===== src/rtl/oqpsk_tx_sequencer.sv =====
// oqpsk_tx_sequencer: FIFO-buffered MSB-first bit serializer with EN strobe and preamble/payload/tail framing for the OQPSK modulator (optional preamble: OQPSK_SEQ_PREAMBLE_EN)
module oqpsk_tx_sequencer #(
    parameter int DIV_W      = 8,
    parameter int FIFO_DEPTH = 4,
    parameter int TAIL_BITS  = 12
) (
    input  logic             CLK,
    input  logic             RST,
    input  logic [DIV_W-1:0] cfg_div,
    input  logic [7:0]       frame_len,
    input  logic             start,
    input  logic [7:0]       wr_data,
    input  logic             wr_valid,
    output logic             wr_ready,
    output logic             busy,
    output logic             done,
    output logic             underrun,
    output logic             BitIn,
    output logic             EN
);
    localparam int AW = $clog2(FIFO_DEPTH);

    typedef enum logic [1:0] {IDLE, PRE, DATA, TAIL} state_t;

    state_t           state, nstate;
    logic [15:0]      cnt, ncnt;
    logic [DIV_W-1:0] div_q, div_cnt;
    logic [7:0]       len_q, sreg, byte_in;
    logic [7:0]       mem [FIFO_DEPTH];
    logic [AW-1:0]    rd_ptr, wr_ptr;
    logic [AW:0]      count;
    logic             fire, last, data_last, new_byte, nbit, pop, push, empty, full, accept;

    assign accept    = state == IDLE && start;
    assign data_last = cnt == 16'({len_q, 3'b000}) - 16'd1;
    assign last      = state == TAIL && cnt == 16'(TAIL_BITS - 1) && EN;
    assign fire      = state == IDLE ? start : (div_cnt == '0 && !last);
    assign empty     = count == '0;
    assign full      = count == (AW+1)'(FIFO_DEPTH);
    assign byte_in   = empty ? 8'h00 : mem[rd_ptr];
    assign wr_ready  = !full || pop;
    assign push      = wr_valid && wr_ready;

    // State register: advances by one bit position on every emitted bit, and leaves TAIL after its last bit
    always_ff @(posedge CLK) begin
        if (RST) begin
            state <= IDLE;
            cnt   <= '0;
        end else if (fire || last) begin
            state <= nstate;
            cnt   <= ncnt;
        end
    end

    // Next-state: position of the bit that would be emitted next (cnt is the bit index within the state)
    always_comb begin
        nstate = state;
        ncnt   = cnt + 16'd1;
        case (state)
            IDLE: begin
                ncnt = '0;
`ifdef OQPSK_SEQ_PREAMBLE_EN
                nstate = start ? PRE : IDLE;
`else
                nstate = start ? (frame_len != 8'd0 ? DATA : TAIL) : IDLE;
`endif
            end
`ifdef OQPSK_SEQ_PREAMBLE_EN
            PRE: if (cnt == 16'd15) begin
                nstate = len_q != 8'd0 ? DATA : TAIL;
                ncnt   = '0;
            end
`endif
            DATA: if (data_last) begin
                nstate = TAIL;
                ncnt   = '0;
            end
            TAIL: nstate = last ? IDLE : TAIL;
            default: nstate = IDLE;
        endcase
    end

    // Output decode: next serial bit, FIFO pop at byte boundaries (empty FIFO substitutes 0x00)
    always_comb begin
        new_byte = nstate == DATA && ncnt[2:0] == 3'd0;
        nbit     = nstate == PRE ? ~ncnt[0] : nstate == DATA ? (new_byte ? byte_in[7] : sreg[7]) : 1'b0;
        pop      = fire && new_byte && !empty;
    end

    // Registered outputs, rate divider, latched frame config and payload shift register
    always_ff @(posedge CLK) begin
        if (RST) begin
            EN       <= 1'b0;
            BitIn    <= 1'b0;
            busy     <= 1'b0;
            done     <= 1'b0;
            underrun <= 1'b0;
            div_cnt  <= '0;
            div_q    <= '0;
            len_q    <= '0;
            sreg     <= '0;
        end else begin
            EN       <= fire;
            done     <= last;
            busy     <= fire ? 1'b1 : last ? 1'b0 : busy;
            underrun <= (accept ? 1'b0 : underrun) | (fire && new_byte && empty);
            if (fire) begin
                BitIn   <= nbit;
                div_cnt <= accept ? cfg_div : div_q;
            end else if (div_cnt != '0)
                div_cnt <= div_cnt - DIV_W'(1);
            if (accept) begin
                div_q <= cfg_div;
                len_q <= frame_len;
            end
            if (fire && nstate == DATA)
                sreg <= {new_byte ? byte_in[6:0] : sreg[6:0], 1'b0};
        end
    end

    // Payload FIFO: writes accepted in any state, a pop in the same cycle frees a slot when full
    always_ff @(posedge CLK) begin
        if (RST) begin
            rd_ptr <= '0;
            wr_ptr <= '0;
            count  <= '0;
        end else begin
            if (push) begin
                mem[wr_ptr] <= wr_data;
                wr_ptr      <= wr_ptr + AW'(1);
            end
            if (pop)
                rd_ptr <= rd_ptr + AW'(1);
            count <= count + (AW+1)'(push) - (AW+1)'(pop);
        end
    end
endmodule


===== config.mk =====
export PLATFORM = sky130hd
export DESIGN_NAME = oqpsk_tx_sequencer
export DESIGN_NICKNAME = d
export VERILOG_FILES = /design/src/rtl/oqpsk_tx_sequencer.sv
export SDC_FILE = /design/constraint.sdc
export NUM_CORES = 1
export LEC_CHECK = 0
export CORE_MARGIN = 1.5
export CORE_UTILIZATION = 45
export DETAILED_ROUTE_END_ITERATION = 12
export SETUP_SLACK_MARGIN = 0.15
export SYNTH_ARGS = -nofsm -noshare
export SYNTH_HDL_FRONTEND = slang
export SYNTH_SLANG_ARGS = --single-unit

===== constraint.sdc =====
create_clock -name CLK -period 7.49 [get_ports CLK]
set_input_delay 1.498 -clock CLK [delete_from_list [all_inputs] [get_ports CLK]]
set_output_delay 1.498 -clock CLK [all_outputs]
set_load 0.02 [all_outputs]

==> summary.txt, run 1 <==
Floorplan
  • Core ar.: 9370 sq um
  • Die Span Y: 102 microns
  • I/O pin count: 34
  • Die width: 102 microns
  • Total number of placement rows: 35
  • Full die area: 10,400 sq um
  • Initial Utilization: 0.471

Timing
  • Post-Route Setup TNS: 0 ps
  • Unrepaired setup endpoints after global routing: no
  • Maximum clock frequency: 0.179 GHz
  • Worst-Margin Slew: 984 ps
  • Post-route minimum period: 5600 ps
  • Max-slew headroom: 0.339
  • Slew Limit Fails: 0
  • Worst setup slack after layout: 1890 ps
  • Total of endpoints with negative setup slack in the final report: 0
  • Max Clock Skew: 11.8 ps
  • Ratio of final minimum period to clock period: 0.747
  • Final count of hold timing violations: 0

Outcome
  • Result of the run: finished clean

Yosys
  • Async set-reset flop share out of synthesis: 0
  • Synthesized-area fraction occupied by adder cells: 0.0272
  • Post-synthesis cell type with the largest combined area: sky130_fd_sc_hd__dfxtp_1
  • Area share of the largest cell type after synthesis: 0.285
  • Top FF cell, synth: sky130_fd_sc_hd__dfxtp_1
  • Flip-flop and latch count after synthesis: 95
  • Seq/Total Area, Yosys: 0.503
  • Multiplexer share of the synthesized area: 0.0589
  • Post-synthesis cell type count: 60
  • Cells taking the most area after synthesis: sky130_fd_sc_hd__dfxtp_1, sky130_fd_sc_hd__edfxtp_1, sky130_fd_sc_hd__nand2_1
  • Ranking of synthesized cells by instance count: sky130_fd_sc_hd__dfxtp_1, sky130_fd_sc_hd__nand2_1, sky130_fd_sc_hd__nor2_1
  • Simple-gate share of the synthesized area: 0.199
  • Most frequent cell after synthesis: sky130_fd_sc_hd__dfxtp_1
  • EDFF count, synth: 32
  • Cell area after synthesis: 4420 sq um
  • Total number of yosys warnings: 0
  • Total nets after synthesis: 465
  • Synthesized netlist cell count: 428
  • Fraction of synthesized cell area in xor and xnor cells: 0.0555
  • Fraction of the mapped netlist area in compound gates: 0.127
  • Average instance area after synthesis: 10.3 sq um
  • Largest family of logic cells by synthesized area: simple AND/OR/NAND/NOR gates

Place
  • Detailed placement HPWL: 6.13 mm
  • Area after DPL: 4820 sq um
  • Quantity of I/O buffers inserted on ports: 33
  • Placed cells: 570
  • Placement Setup Slack: 1900 ps
  • RD Place Congestion: 0.779

Critical path
  • CP dominant cell by count: sky130_fd_sc_hd__clkdlybuf4s50_1
  • Worst Setup Start Kind: primary input
  • Critical Path, Cell by Cell: clkdlybuf4s50_1 > nor2b_1 > and2_1 > nand3_1 > a21oi_1 > nand2_1 > clkdlybuf4s50_1
  • Launch point of the worst reg-to-reg path: div_cnt[0]
  • Highest cell delay on the worst timing path: 800 ps
  • Required time reported for the critical path endpoint: 5990 ps
  • Kind of critical path: primary input to output port
  • Critical path fanouts, max: 24
  • Endpoint type of the worst setup path: output port
  • Critical path data arrival time: 4100 ps
  • Startpoint of the most critical setup path: start
  • Critical-path cell with the highest stage delay: sky130_fd_sc_hd__and2_1

Clock network
  • Number of gates resized after CTS: 0
  • Clock input transition at the sequential cells of the worst setup and hold paths: 90 ps
  • Number of buffers created by CTS: 9
  • Number of buffers between clock root and the deepest sink: 2
  • Setup repair bufs after CTS: 0
  • CTS tree: done
  • Insertion delay of the later-clocked pin in the worst-skew pair: 350 ps
  • CTS hold repair buffers: 0
  • Clock root buffer master: sky130_fd_sc_hd__clkbuf_8
  • H-tree lvl count: 3
  • Clk sinks: 95

Power and ir drop
  • P per Cell Area: 250 nW/um^2
  • Leak: 1.77 nW
  • Maximum vdd drop: 145 uV

Final layout
  • Nets: 489
  • Fraction of layout cells with a size suffix above 1: 0.0722
  • Number of standard cells in the layout, taps in and fillers out: 586
  • Final instance area: 5010 sq um
  • Utilization after layout: 0.534
  • Layout area overhead: 13.3%
  • Final-layout fill cell count: 875
  • Diodes inserted: 0

Drt
  • WL/cell: 14.7 microns
  • Sum of routed wire length over all layers: 8.64 mm
  • Met2 wirelength from detailed routing: 4.20 mm
  • Via total after detailed routing: 3,127
  • Met3 wire length: 242 microns
  • M1 WL: 4.07 mm
  • Uppermost routed layer: met4
  • DRT Pass-1 Iters: 5
  • Antenna-violating nets left: 0
  • Violation count after the first detailed-route iteration: 99
  • DRC viols: 0
  • Routed via count divided by cell count: 5.34

Min path
  • HP Start: busy
  • Type of the worst min-delay path: flop to flop

Global routing
  • Number of antenna violations at the first check in global routing: 0
  • Gr ovfl total: 0
  • Via count of the first global-routing pass: 3,007
  • Overall fraction of global-route tracks in use: 0.178
  • First-pass GRT wire length: 14.4 mm
  • Largest net degree at the start of global routing: 51

Run
  • MaxCap Viol Count: 0
flip-flops by register name (all words and copies together), names as in the netlist, named ones only:
register / cells
mem: 32
wr_ptr: 2
sreg: 7
rd_ptr: 2
done: 1
cnt: 16
EN: 1
div_q: 8
underrun: 1
BitIn: 1
busy: 1
state: 2
len_q: 8
div_cnt: 8
count: 3
where the power goes:
group / total (mW) / switching, mW / internal, mW
registers: 0.627 / 0.0464 / 0.581
logic: 0.295 / 0.150 / 0.145
clock network: 0.329 / 0.178 / 0.152
total: 1.25 / 0.374 / 0.877
kinds of logic after synthesis:
kind of cell | after synthesis
simple gates | 174
flops | 95
compound gates | 74
buf+inv | 32
xor+xnor | 28
mux | 16
fa+ha+maj | 9
routing by layer:
metal  up-vias  GRT usage
li1       1583          -
met1      1496      0.228
met2        40      0.305
met3         8     0.0301
met4         0     0.0664
met5         -          0
cells in the final DEF (no fill, tap or decap), types with 7 or more instances in the layout:
cell                               n
sky130_fd_sc_hd__ha_1              8
sky130_fd_sc_hd__clkdlybuf4s50_1  32
sky130_fd_sc_hd__and3_1           14
sky130_fd_sc_hd__nand3b_1          7
sky130_fd_sc_hd__nand2_1          50
sky130_fd_sc_hd__nand3_1           7
sky130_fd_sc_hd__nor3_1            8
sky130_fd_sc_hd__xnor2_1          16
sky130_fd_sc_hd__a211oi_1          7
sky130_fd_sc_hd__nor2b_1           9
sky130_fd_sc_hd__a21oi_1          22
sky130_fd_sc_hd__mux2i_1           8
sky130_fd_sc_hd__clkbuf_8          9
sky130_fd_sc_hd__xor2_1           12
sky130_fd_sc_hd__inv_1            12
sky130_fd_sc_hd__mux4_2            8
sky130_fd_sc_hd__edfxtp_1         32
sky130_fd_sc_hd__nor2_1           48
sky130_fd_sc_hd__dfxtp_1          63
critical path, delay by kind of cell:
kind	cells	cell delay [ps]
buffers and inverters	2	1020
AOI/OAI and AO/OA	1	240
and+or+nand+nor	4	1330
stage by stage:
step	total power, mW	hold WS (ps)
floorplan	0.860	432
global placement	0.931	445
detailed placement	0.936	450
CTS	1.27	467
global route	1.32	492
finish	1.25	467
layout make-up:
class,count,area (sq um),share of cell area
repair buffers,33,325,0.0650
clock inverters,7,62.6,0.0125
clock buffers,9,124,0.0247
well taps,129,161,0.0322
multi-input cells,301,2070,0.413
flip-flops and latches,95,2220,0.444
inverters,12,45.0,0.00900
worst paths after layout:
check	endpoint	slack [ps]	cells after the start
hold / removal	busy	470	2
hold reg to reg	busy	470	2
setup / recovery	wr_ready	1890	7
setup reg to reg	count[1]	3980	13
Power figures use the tool's default switching activity.
==> run 2: changes to the inputs <==
clock period = 5.2 ns   (was 7.49 ns; I/O delays follow)
==> run 2 against run 1 <==
  * Sequential share of layout area down 0.22 points
  * Register-to-register slack worse by 2300 ps
  * Cell count rose by 0.17%
  * Global-route usage hardly changed
  * Combinational power increased by 45%
  * First-iteration DRC count decreased by 17%
  * Core utilization increased by 0.27 points
  * Hold slack better by 4.4 ps
  * Largest power group unchanged
  * Total power rose by 47%
==> summary.txt, run 2 (same netlist as run 1, synthesis figures left out) <==
Floorplan
  • Total number of placement rows: 35 (unchanged)
  • Die Span Y: 102 microns (unchanged)
  • I/O pin count: 34 (unchanged)
  • Core ar.: 9370 sq um (unchanged)
  • Initial Utilization: 0.471 (unchanged)
  • Full die area: 10,400 sq um (unchanged)
  • Die width: 102 microns (unchanged)

Final layout
  • Most frequent standard cell in the layout excluding fill and tap cells: sky130_fd_sc_hd__dfxtp_1 (unchanged)
  • Most used cells in the layout excluding fill and tap cells: sky130_fd_sc_hd__dfxtp_1, sky130_fd_sc_hd__nand2_1, sky130_fd_sc_hd__nor2_1 (unchanged)
  • Largest Register: mem (unchanged)
  • Biggest regs: mem: 32 flops, cnt: 16 flops (unchanged)
  • Sequential cell area: 2220 sq um (unchanged)
  • Number of standard cells in the layout, taps in and fillers out: 587 (was 586)
  • Nets: 490 (was 489)
  • Area occupied by multi-input gates: 2070 sq um (unchanged)
  • Final instance area: 5030 sq um (was 5010 sq um)
  • Final-layout fill cell count: 870 (was 875)
  • Largest register FFs: 32 (unchanged)
  • Diodes inserted: 0 (unchanged)
  • Layout area overhead: 13.9% (was 13.3%)
  • Fraction of layout cells with a size suffix above 1: 0.0808 (was 0.0722)

Drt
  • Met2 wirelength from detailed routing: 4.27 mm (was 4.20 mm)
  • DRT Pass-1 Iters: 4 (was 5)
  • WL/cell: 14.9 microns (was 14.7 microns)
  • Via total after detailed routing: 3,137 (was 3,127)
  • Routed via count divided by cell count: 5.34 (about the same)
  • Violation count after the first detailed-route iteration: 82 (was 99)
  • Antenna-violating nets left: 0 (unchanged)
  • M1 WL: 4.05 mm (was 4.07 mm)
  • Met3 wire length: 281 microns (was 242 microns)
  • Uppermost routed layer: met4 (unchanged)
  • DRC viols: 0 (unchanged)
  • Sum of routed wire length over all layers: 8.73 mm (was 8.64 mm)

Critical path
  • CP dominant cell by count: sky130_fd_sc_hd__clkdlybuf4s50_1 (unchanged)
  • Startpoint of the most critical setup path: start (unchanged)
  • Kind of critical path: primary input to output port (unchanged)
  • Critical path fanouts, max: 22 (was 24)
  • Worst Setup Start Kind: primary input (unchanged)
  • Endpoint type of the worst setup path: output port (unchanged)
  • Critical path data arrival time: 3080 ps (was 4100 ps)
  • Number of cells on the critical path: 7 (unchanged)
  • Required time reported for the critical path endpoint: 4160 ps (was 5990 ps)
  • Worst Reg2Reg Path Length in Cells: 13 (unchanged)
  • Highest cell delay on the worst timing path: 600 ps (was 800 ps)
  • Launch point of the worst reg-to-reg path: div_cnt[0] (unchanged)
  • Family of cells with the greatest summed delay on the critical path: buffers and inverters (was simple AND/OR/NAND/NOR gates)
  • Buffering stage count on the worst path with inverters included: 3 (was 2)
  • Critical Path, Cell by Cell: clkdlybuf4s50_1 > nor2b_1 > and2_1 > buf_4 > a21oi_1 > nand2_1 > clkdlybuf4s50_1 (was clkdlybuf4s50_1 > nor2b_1 > and2_1 > nand3_1 > a21oi_1 > nand2_1 > clkdlybuf4s50_1)
  • Critical-path cell with the highest stage delay: sky130_fd_sc_hd__clkdlybuf4s50_1 (was sky130_fd_sc_hd__and2_1)

Min path
  • Type of the worst min-delay path: flop to flop (unchanged)
  • Count of cells along the worst hold path: 2 (unchanged)
  • HP Start: busy (unchanged)

Place
  • RD Place Congestion: 0.764 (was 0.779)
  • Area after DPL: 4830 sq um (was 4820 sq um)
  • Detailed placement HPWL: 6.19 mm (was 6.13 mm)
  • Placement Setup Slack: 1070 ps (was 1900 ps)
  • Quantity of I/O buffers inserted on ports: 33 (unchanged)
  • Placed cells: 571 (was 570)

Global routing
  • Via count of the first global-routing pass: 2,991 (was 3,007)
  • Overall fraction of global-route tracks in use: 0.179 (was 0.178)
  • First-pass GRT wire length: 14.4 mm (about the same)
  • Number of antenna violations at the first check in global routing: 0 (unchanged)
  • Largest net degree at the start of global routing: 51 (unchanged)
  • Gr ovfl total: 0 (unchanged)

Timing
  • Worst-Margin Slew: 1010 ps (was 984 ps)
  • Ratio of final minimum period to clock period: 0.792
  • Slew Limit Fails: 0 (unchanged)
  • Post-Route Setup TNS: 0 ps (unchanged)
  • Unrepaired setup endpoints after global routing: no (unchanged)
  • Maximum clock frequency: 0.243 GHz
  • Worst setup slack after layout: 1080 ps (was 1890 ps)
  • Post-route minimum period: 4120 ps
  • Max-slew headroom: 0.324 (was 0.339)
  • Total of endpoints with negative setup slack in the final report: 0 (unchanged)
  • Max Clock Skew: 15.8 ps (was 11.8 ps)
  • Final count of hold timing violations: 0 (unchanged)

Clock network
  • Insertion delay of the later-clocked pin in the worst-skew pair: 370 ps (was 350 ps)
  • Clock root buffer master: sky130_fd_sc_hd__clkbuf_8 (unchanged)
  • Setup repair bufs after CTS: 0 (unchanged)
  • Clk sinks: 95 (unchanged)
  • Number of buffers created by CTS: 9 (unchanged)
  • CTS hold repair buffers: 0 (unchanged)
  • Clock input transition at the sequential cells of the worst setup and hold paths: 100 ps (was 90 ps)
  • CTS tree: done (unchanged)
  • H-tree lvl count: 3 (unchanged)
  • Number of buffers between clock root and the deepest sink: 2 (unchanged)
  • Number of gates resized after CTS: 0 (unchanged)

Power and ir drop
  • Maximum vdd drop: 187 uV (was 145 uV)
  • P per Cell Area: 365 nW/um^2 (was 250 nW/um^2)
  • Leak: 1.78 nW (was 1.77 nW)

Run
  • MaxCap Viol Count: 0 (unchanged)

Outcome
  • Result of the run: finished clean (unchanged)
-- run 2: cell types whose count changed in the layout (fill, tap and decap cells not counted), sizes merged --
cell	delta
clkinv	-3
buf	+1
inv	+1
clkinvlp	+2
-- run 2: worst paths after layout --
kind | to | slack, ps
setup / recovery | wr_ready | 1080
hold / removal | busy | 470
setup reg to reg | count[1] | 1660
hold reg to reg | busy | 470
-- run 2: cell type report --
class | count | share of cell area
flip-flops and latches | 95 | 0.442
clock buffers | 9 | 0.0246
inverters | 12 | 0.00895
repair buffers | 34 | 0.0661
well taps | 129 | 0.0321
clock inverters | 7 | 0.0159
multi-input cells | 301 | 0.411
-- run 2: metal layers --
metal	vias up	GRT usage
met5	-	0
met4	0	0.0632
met3	10	0.0301
met2	39	0.310
met1	1497	0.225
li1	1591	-
-- run 2: worst min-delay path: cells and delay by family, from the launching register on --
| kind | cells | cell delay, ps |
|---|---|---|
| AO/OA/AOI/OAI | 1 | 50 |
| AND/OR/NAND/NOR | 1 | 50 |
| flip-flops | 1 | 330 |
-- run 2: per-stage QoR --
stage          total power, mW  utilization  hold slack [ps]
6_report                  1.84        0.537              471
4_1_cts                   1.85        0.537              473
3_3_place_gp              1.35        0.515              448
5_1_grt                   1.93        0.537              481
3_5_place_dp              1.35        0.515              453
2_1_floorplan             1.24            -              432
-- run 2: power breakdown --
group / switching [mW] / internal, mW
logic: 0.219 / 0.209
registers: 0.0679 / 0.837
clock network: 0.276 / 0.227
total: 0.562 / 1.27
==> run 3: changes to the inputs <==
clock period = 4 ns   (was 5.2 ns; I/O delays follow)
==> run 3 against run 2 <==
  * Core utilization rose by 0.15 points
  * Clock-buffer cell count increased by 1
  * Die area did not move
  * Critical path type is now flop to output port
  * Via count increased by 1.1%
  * First-iteration DRC count rose by 20%
  * Total power up 25%
  * Combinational power up 33%
  * Register-to-register slack worse by 920 ps
  * Clock skew shrank 4.4 ps
  * Critical endpoint unchanged
  * Hold slack improved by 0.76 ps
  * Cell area up 0.27%
==> summary.txt, run 3 (same netlist as run 1, synthesis figures left out) <==
Place
  • Quantity of I/O buffers inserted on ports: 33 (unchanged)
  • Detailed placement HPWL: 6.25 mm (was 6.19 mm)
  • Placed cells: 577 (was 571)
  • Area after DPL: 4870 sq um (was 4830 sq um)
  • RD Place Congestion: 0.801 (was 0.764)
  • Placement Setup Slack: 371 ps (was 1070 ps)

Floorplan
  • Die Span Y: 102 microns (unchanged)
  • Core ar.: 9370 sq um (unchanged)
  • I/O pin count: 34 (unchanged)
  • Initial Utilization: 0.471 (unchanged)
  • Total number of placement rows: 35 (unchanged)
  • Die width: 102 microns (unchanged)
  • Full die area: 10,400 sq um (unchanged)

Final layout
  • Area occupied by multi-input gates: 2070 sq um (about the same)
  • Fraction of layout cells with a size suffix above 1: 0.0927 (was 0.0808)
  • Layout area overhead: 14.2% (was 13.9%)
  • Number of standard cells in the layout, taps in and fillers out: 593 (was 587)
  • Diodes inserted: 0 (unchanged)
  • Largest Register: mem (unchanged)
  • Final instance area: 5050 sq um (was 5030 sq um)
  • Most frequent standard cell in the layout excluding fill and tap cells: sky130_fd_sc_hd__dfxtp_1 (unchanged)
  • Largest register FFs: 32 (unchanged)
  • Nets: 496 (was 490)
  • Utilization after layout: 0.538 (was 0.537)
  • Biggest regs: mem: 32 flops, cnt: 16 flops (unchanged)
  • Final-layout fill cell count: 873 (was 870)
  • Most used cells in the layout excluding fill and tap cells: sky130_fd_sc_hd__dfxtp_1, sky130_fd_sc_hd__nand2_1, sky130_fd_sc_hd__nor2_1 (unchanged)
  • Sequential cell area: 2220 sq um (unchanged)

Global routing
  • Via count of the first global-routing pass: 3,042 (was 2,991)
  • Most heavily used metal layer in global routing: met2 (unchanged)
  • Overall fraction of global-route tracks in use: 0.188 (was 0.179)
  • Met3 layer usage reported by global route: 0.0404 (was 0.0301)
  • Met2 demand-to-capacity share in global routing: 0.306 (was 0.310)
  • Met1 demand-to-capacity share in global routing: 0.243 (was 0.225)
  • First-pass GRT wire length: 14.9 mm (was 14.4 mm)
  • Gr ovfl total: 0 (unchanged)
  • Number of antenna violations at the first check in global routing: 0 (unchanged)
  • Largest net degree at the start of global routing: 50 (was 51)

Power and ir drop
  • Maximum vdd drop: 205 uV (was 187 uV)
  • P per Cell Area: 456 nW/um^2 (was 365 nW/um^2)
  • Leak: 1.80 nW (was 1.78 nW)

Critical path
  • Critical path fanouts, max: 5 (was 22)
  • Required time reported for the critical path endpoint: 3200 ps (was 4160 ps)
  • Endpoint type of the worst setup path: output port (unchanged)
  • Kind of critical path: flop to output port (was primary input to output port)
  • Critical path data arrival time: 2900 ps (was 3080 ps)
  • Worst Setup Start Kind: flop (was primary input)

Timing
  • Total of endpoints with negative setup slack in the final report: 0 (unchanged)
  • Final count of hold timing violations: 0 (unchanged)
  • Max Clock Skew: 11.4 ps (was 15.8 ps)
  • Max-slew headroom: 0.620 (was 0.324)
  • Maximum clock frequency: 0.271 GHz
  • Slew Limit Fails: 0 (unchanged)
  • Post-route minimum period: 3700 ps
  • Ratio of final minimum period to clock period: 0.924
  • Unrepaired setup endpoints after global routing: no (unchanged)
  • Worst setup slack after layout: 305 ps (was 1080 ps)
  • Post-Route Setup TNS: 0 ps (unchanged)
  • Worst-Margin Slew: 570 ps (was 1010 ps)

Clock network
  • Setup repair bufs after CTS: 0 (unchanged)
  • H-tree lvl count: 3 (unchanged)
  • Clk sinks: 95 (unchanged)
  • Clock input transition at the sequential cells of the worst setup and hold paths: 90 ps (was 100 ps)
  • Number of buffers between clock root and the deepest sink: 2 (unchanged)
  • Number of buffers created by CTS: 9 (unchanged)
  • CTS hold repair buffers: 0 (unchanged)
  • Insertion delay of the later-clocked pin in the worst-skew pair: 370 ps (about the same)
  • Clock root buffer master: sky130_fd_sc_hd__clkbuf_8 (unchanged)
  • Number of gates resized after CTS: 0 (unchanged)
  • CTS tree: done (unchanged)

Run
  • MaxCap Viol Count: 0 (unchanged)

Drt
  • DRT Pass-1 Iters: 4 (unchanged)
  • Sum of routed wire length over all layers: 8.79 mm (was 8.73 mm)
  • Routed via count divided by cell count: 5.35 (was 5.34)
  • Antenna-violating nets left: 0 (unchanged)
  • WL/cell: 14.8 microns (was 14.9 microns)
  • Via total after detailed routing: 3,170 (was 3,137)
  • Violation count after the first detailed-route iteration: 98 (was 82)
  • DRC viols: 0 (unchanged)

Min path
  • Type of the worst min-delay path: flop to flop (unchanged)

Outcome
  • Result of the run: finished clean (unchanged)
## run 3: final cells by class
type	instances	area share
Sequential cell	95	0.440
Tap cell	129	0.0320
Clock inverter	6	0.00744
Clock buffer	10	0.0253
Multi-Input combinational cell	301	0.411
Inverter	12	0.00893
Timing Repair Buffer	40	0.0749
## run 3: critical path: stages, from the launching register on
cell and delay (ps):
sky130_fd_sc_hd__dfxtp_1 410, sky130_fd_sc_hd__inv_1 80, sky130_fd_sc_hd__ha_1 310, sky130_fd_sc_hd__xnor2_1 130, sky130_fd_sc_hd__nor3_1 150, sky130_fd_sc_hd__nand4_1 110, sky130_fd_sc_hd__or3_4 430, sky130_fd_sc_hd__o211ai_4 260
sky130_fd_sc_hd__nand2_1 80, sky130_fd_sc_hd__clkdlybuf4s50_1 550
## run 3: report_power, final
part           leakage, nW  internal (mW)  switching, mW
sequential           0.806           1.09         0.0867
combinational        0.918          0.285          0.285
clock               0.0797          0.223          0.333
total                 1.80           1.60          0.704
## run 3: metal layers
metal,routed length (microns),up-vias,share of wire
li1,-,1597,-
met4,172,0,0.020
met2,4120,45,0.47
met3,306,13,0.035
met5,0,-,0
met1,4190,1515,0.48
## run 3: metrics by stage
stage               total power [mW]  hold WS (ps)
floorplan                       1.61           432
global placement                1.77           446
detailed placement              1.77           452
CTS                             2.32           470
global route                    2.44           494
finish                          2.30           472
## run 3: worst paths after layout
kind / end / depth (start not counted) / slack [ps] / startpoint
worst max register to register: count[2] / 15 / 740 / len_q[0]
worst max-delay path: wr_ready / 9 / 300 / len_q[0]
worst min register to register: busy / 2 / 470 / busy
worst min-delay path: busy / 2 / 470 / busy
